===== src/rtl/fetch_buffer.sv =====
// Fetch-to-decode instruction queue: compacts 2-wide partially valid fetch groups into a circular
// store and presents the two oldest entries to decode. Define FETCH_BUF_PERF_EN for perf counters.
module fetch_buffer #(
  parameter int DEPTH         = 8,
  parameter int CPU_ADDR_BITS = 32,
  parameter int CPU_INST_BITS = 32,
  parameter logic [CPU_INST_BITS-1:0] PAD_INST = '0
) (
  input  logic                     clk,
  input  logic                     rst_n,
  input  logic                     flush,
  input  logic [1:0]               fetch_val,
  input  logic [CPU_ADDR_BITS-1:0] fetch_pc0,
  input  logic [CPU_ADDR_BITS-1:0] fetch_pc1,
  input  logic [CPU_INST_BITS-1:0] fetch_inst0,
  input  logic [CPU_INST_BITS-1:0] fetch_inst1,
  output logic                     fetch_rdy,
  input  logic                     decode_rdy,
  output logic [CPU_ADDR_BITS-1:0] inst0_pc,
  output logic [CPU_ADDR_BITS-1:0] inst1_pc,
  output logic [CPU_INST_BITS-1:0] inst0,
  output logic [CPU_INST_BITS-1:0] inst1,
  output logic                     inst_val
`ifdef FETCH_BUF_PERF_EN
  ,
  output logic [31:0]              perf_empty_cyc,
  output logic [31:0]              perf_full_cyc
`endif
);

  localparam int PW = $clog2(DEPTH);
  localparam int CW = PW + 1;

  logic [CPU_ADDR_BITS-1:0] mem_pc   [DEPTH];
  logic [CPU_INST_BITS-1:0] mem_inst [DEPTH];

  logic [PW-1:0] head, tail;
  logic [PW-1:0] head1, tail1;
  logic [CW-1:0] count;
  logic [CW-1:0] push_cnt, pop_cnt;
  logic          push_en, pop_en;

  assign head1 = head + 1'b1;
  assign tail1 = tail + 1'b1;

  // Handshake: a group is taken when fetch_rdy && |fetch_val; a pair leaves when inst_val && decode_rdy.
  always_comb begin
    inst_val  = (count != '0) && !flush;
    fetch_rdy = ((CW'(DEPTH) - count) >= CW'(2)) && !flush;
    push_en   = (fetch_val != 2'b00) && fetch_rdy;
    pop_en    = inst_val && decode_rdy;
    push_cnt  = '0;
    pop_cnt   = '0;
    if (push_en) push_cnt = (fetch_val == 2'b11) ? CW'(2) : CW'(1);
    if (pop_en)  pop_cnt  = (count >= CW'(2)) ? CW'(2) : CW'(1);
  end

  // A lone entry is always padded, even when a push lands behind it this cycle.
  always_comb begin
    inst0_pc = '0;
    inst0    = '0;
    inst1_pc = '0;
    inst1    = '0;
    if (count != '0) begin
      inst0_pc = mem_pc[head];
      inst0    = mem_inst[head];
      if (count >= CW'(2)) begin
        inst1_pc = mem_pc[head1];
        inst1    = mem_inst[head1];
      end else begin
        inst1_pc = mem_pc[head] + CPU_ADDR_BITS'(4);
        inst1    = PAD_INST;
      end
    end
  end

  // Storage carries no reset; occupancy is governed solely by head/tail/count.
  always_ff @(posedge clk) begin
    if (push_en) begin
      if (fetch_val[0]) begin
        mem_pc[tail]   <= fetch_pc0;
        mem_inst[tail] <= fetch_inst0;
        if (fetch_val[1]) begin
          mem_pc[tail1]   <= fetch_pc1;
          mem_inst[tail1] <= fetch_inst1;
        end
      end else begin
        mem_pc[tail]   <= fetch_pc1;
        mem_inst[tail] <= fetch_inst1;
      end
    end
  end

  always_ff @(posedge clk or negedge rst_n) begin
    if (!rst_n) begin
      head  <= '0;
      tail  <= '0;
      count <= '0;
    end else if (flush) begin
      head  <= '0;
      tail  <= '0;
      count <= '0;
    end else begin
      head  <= head + pop_cnt[PW-1:0];
      tail  <= tail + push_cnt[PW-1:0];
      count <= count + push_cnt - pop_cnt;
    end
  end

`ifdef FETCH_BUF_PERF_EN
  // Saturating event counters; flush intentionally leaves them running.
  always_ff @(posedge clk or negedge rst_n) begin
    if (!rst_n) begin
      perf_empty_cyc <= '0;
      perf_full_cyc  <= '0;
    end else begin
      if ((count == '0) && !flush && (perf_empty_cyc != 32'hFFFF_FFFF))
        perf_empty_cyc <= perf_empty_cyc + 32'd1;
      if (!fetch_rdy && !flush && (fetch_val != 2'b00) && (perf_full_cyc != 32'hFFFF_FFFF))
        perf_full_cyc <= perf_full_cyc + 32'd1;
    end
  end
`endif

endmodule


===== config.mk =====
export PLATFORM = sky130hd
export DESIGN_NAME = fetch_buffer
export DESIGN_NICKNAME = d
export VERILOG_FILES = /design/src/rtl/fetch_buffer.sv
export SDC_FILE = /design/constraint.sdc
export NUM_CORES = 1
export LEC_CHECK = 0
export BUFFER_PORTS_ARGS = -buffer_cell sky130_fd_sc_hd__clkbuf_2
export CORE_MARGIN = 2
export CORE_UTILIZATION = 60
export DETAILED_ROUTE_END_ITERATION = 6
export PLACE_DENSITY = 0.8
export SYNTH_ARGS = -nofsm -noshare
export SYNTH_HDL_FRONTEND = slang
export SYNTH_SLANG_ARGS = --single-unit

===== constraint.sdc =====
create_clock -name clk -period 14.1 [get_ports clk]
set_clock_uncertainty 0.05 [all_clocks]
set_input_delay 2.82 -clock clk [delete_from_list [all_inputs] [get_ports clk]]
set_output_delay 2.82 -clock clk [all_outputs]
set_load 0.005 [all_outputs]

==> reports/metrics.cfg <==
[routing]
first_pass_iters = 7
drc = 0
vias = 24500
drtIter0Drc = 4270
wire_per_inst_um = 26.6
viasPerCell = 6.97
ant_nets = 0
wl_um = 93500

[clocking]
clkTransAtPathRegs_ns = 0.06
cts_buffer_depth = 3
cts_tree = built
cts_htree_levels = 2
worstSkewPairLatency_ns = 0.62
cts_setup_buffers = 0
cts_sinks = 522
cts_buffers = 53
cts_hold_buf = 0
cts-root-buf = clkbuf_16
cts_resized = 0

[timing]
setup_viol = 0
setup_tns_ns = 0
layout_min_cycle_time_ns = 8.07
max_slew.worst_pin.slew_ns = 1.26
hold-worst-slack_ns = 0.652
rsz0062_at_grt = no
slew_headroom_pct = 15.5
final.period_utilization_pct = 57.2
fmax_mhz = 124
hold_violations = 0
maxSlewViolCount = 0

[min_path]
min_path_type = reg -> reg
worst_hold_startpoint = count[0]

[synth]
netlist_area_um2 = 31400
synthArstFlopShare_pct = 1.92
ys_seq_area_share_pct = 49.8
syn_nets = 2860
ys_top_cells_by_area = edfxtp_1 (49%), mux4_2 (18%), a21oi_1 (9.1%), nor2_1 (7.3%), mux2i_2 (2.9%)
postSynthAreaPerCell_um2 = 11.6
yosys_warnings = 0
ys.flop_type = edfxtp_1
yosysMostFrequentCell = nor2_1
synthCells = 2709
ys_ff_latch = 522
synth.distinct_cells = 60
synth_common_cells = nor2_1 (607), a21oi_1 (569), edfxtp_1 (512), mux4_2 (254), nand2_1 (155)
synth_top_area_share_pct = 49.0
yosys.area.top_type = edfxtp_1
synth_edf_count = 512

[floorplan]
core-area_um2 = 51500
start_util_pct = 60.9
die_h_um = 233
die-width_um = 233
row_count = 83
die_area_um2 = 54100
io-pin-count = 264

[final_layout]
final_cell_area_um2 = 34500
drive_gt1_share_pct = 26.0
fin_nets = 2933
fillers = 3665
syn_to_final_growth_pct = 9.88

[setup_path]
startpoint_type = flip-flop
path_delay_family = buffers and inverters
critical_path_buf_inv_count = 2
slowest_delay_ns = 1.12
cp-end-kind = primary output
worstSetupStartpoint = head[1]
critical_path_peak_fanout = 68
critical_path_arrival_ns = 5.20
rr_startpoint = count[1]
required_ns = 11.23
cp_slowest_cell = dfrtp_4
cp_cell_sequence = buf_4 -> mux4_2 -> mux2i_1 -> or2_1 -> nor4_4 -> nand4_1 -> xnor2_1 -> o22ai_1 -> clkbuf_2
critPathKind = reg -> out

[pwr]
finalPower_mw = 6.07
cellLeakagePower_nw = 11.9
power.density_nw_per_um2 = 176
ir_drop_mv = 0.131

[grt]
antenna_found_initial = 6
grt_pass1_vias = 24500
gr-total-overflow = 0
grt_start_max_net_pins = 157
grtUsageTotal_pct = 34.7
grt_pass1_wl_um = 141000

[placement]
hpwlAfterDp_um = 53600
placed_cell_area_um2 = 32800
gp_congestion = 0.864
portBuffers = 263

[run]
cap_violations = 0

[run_status]
status = finished clean

cells in the final DEF, fill, tap and decap left out, types with 6 or more instances in the layout:
| cell type | synthesis | final |
|---|---|---|
| a21oi_1 | 569 | 569 |
| and2_1 | 8 | 7 |
| and3_1 | 6 | 6 |
| buf_4 | 14 | 37 |
| clkbuf_1 | 132 | 12 |
| clkbuf_16 | 0 | 55 |
| clkbuf_2 | 0 | 263 |
| clkinv_1 | 0 | 14 |
| clkinv_2 | 0 | 10 |
| dfrtp_1 | 10 | 7 |
| edfxtp_1 | 512 | 512 |
| ha_1 | 13 | 12 |
| inv_1 | 12 | 12 |
| mux2i_1 | 63 | 63 |
| mux2i_2 | 66 | 66 |
| mux4_2 | 254 | 254 |
| nand2_1 | 155 | 150 |
| nand3_1 | 18 | 14 |
| nand4_1 | 9 | 9 |
| nor2_1 | 607 | 607 |
| nor2b_1 | 6 | 6 |
| o21ai_0 | 9 | 9 |
| o21ai_4 | 0 | 6 |
| xnor2_1 | 21 | 20 |
| xor2_1 | 12 | 11 |
registers in the layout (all words and copies together), names as in the netlist:
signal,cells
mem_inst,256
mem_pc,256
count,4
head,3
tail,3
stage by stage:
step / worst slack, ns / cells / util, %
global route: 5.97 / 3509 / 66.9
detailed placement: 6.90 / 3407 / 63.7
global placement: 6.96 / 3407 / 63.7
finish: 6.03 / 3509 / 66.9
CTS: 6.20 / 3504 / 66.9
floorplan: 5.39 / 2709 / -
report_power, final:
part           internal (mW)  switching (mW)
sequential              1.95           0.119
clock                  0.782           0.606
combinational           1.09            1.51
cells by family after synthesis:
kind of cell    Yosys count  synth area share, %
simple gates            847                 11.1
xor+xnor                 33                0.921
buf+inv                 295                 4.18
compound gates          608                 9.90
flops                   522                 49.8
mux                     387                 23.4
fa+ha+maj                17                0.774
layer usage:
layer | vias up | part of all wire [%] | GRT usage (%)
li1 | 10200 | - | -
met5 | - | 0.017 | 0
met4 | 2 | 6.0 | 19.8
met1 | 11700 | 33 | 44.4
met3 | 422 | 13 | 6.70
met2 | 2091 | 48 | 55.9
worst paths after layout:
kind | endpoint | slack [ns] | cells past startpoint
min in group asynchronous | head[0] | 2.01 | 1
min | count[0] | 0.65 | 2
max in group asynchronous | head[2] | 11.76 | 1
max reg2reg | mem_pc[3][30] | 8.97 | 9
max | inst1_pc[29] | 6.03 | 9
min reg2reg | count[0] | 0.65 | 2
worst min-delay path: stages (launching register included):
cell     delay [ns]
dfrtp_1        0.40
ha_1           0.15
nor2b_1        0.11
area by class of cell:
| cell class | count | area, µm² | area share, % |
|---|---|---|---|
| multi-input combinational | 1892 | 14700 | 42.5 |
| sequential | 522 | 15600 | 45.3 |
| timing repair buffer | 301 | 1610 | 4.68 |
| clock inverter | 30 | 239 | 0.693 |
| clock buffer | 67 | 1420 | 4.12 |
| antenna | 5 | 12.5 | 0.0363 |
| inverter | 12 | 45.0 | 0.131 |
| tap | 680 | 851 | 2.47 |
(Power assumes the default switching activity.)
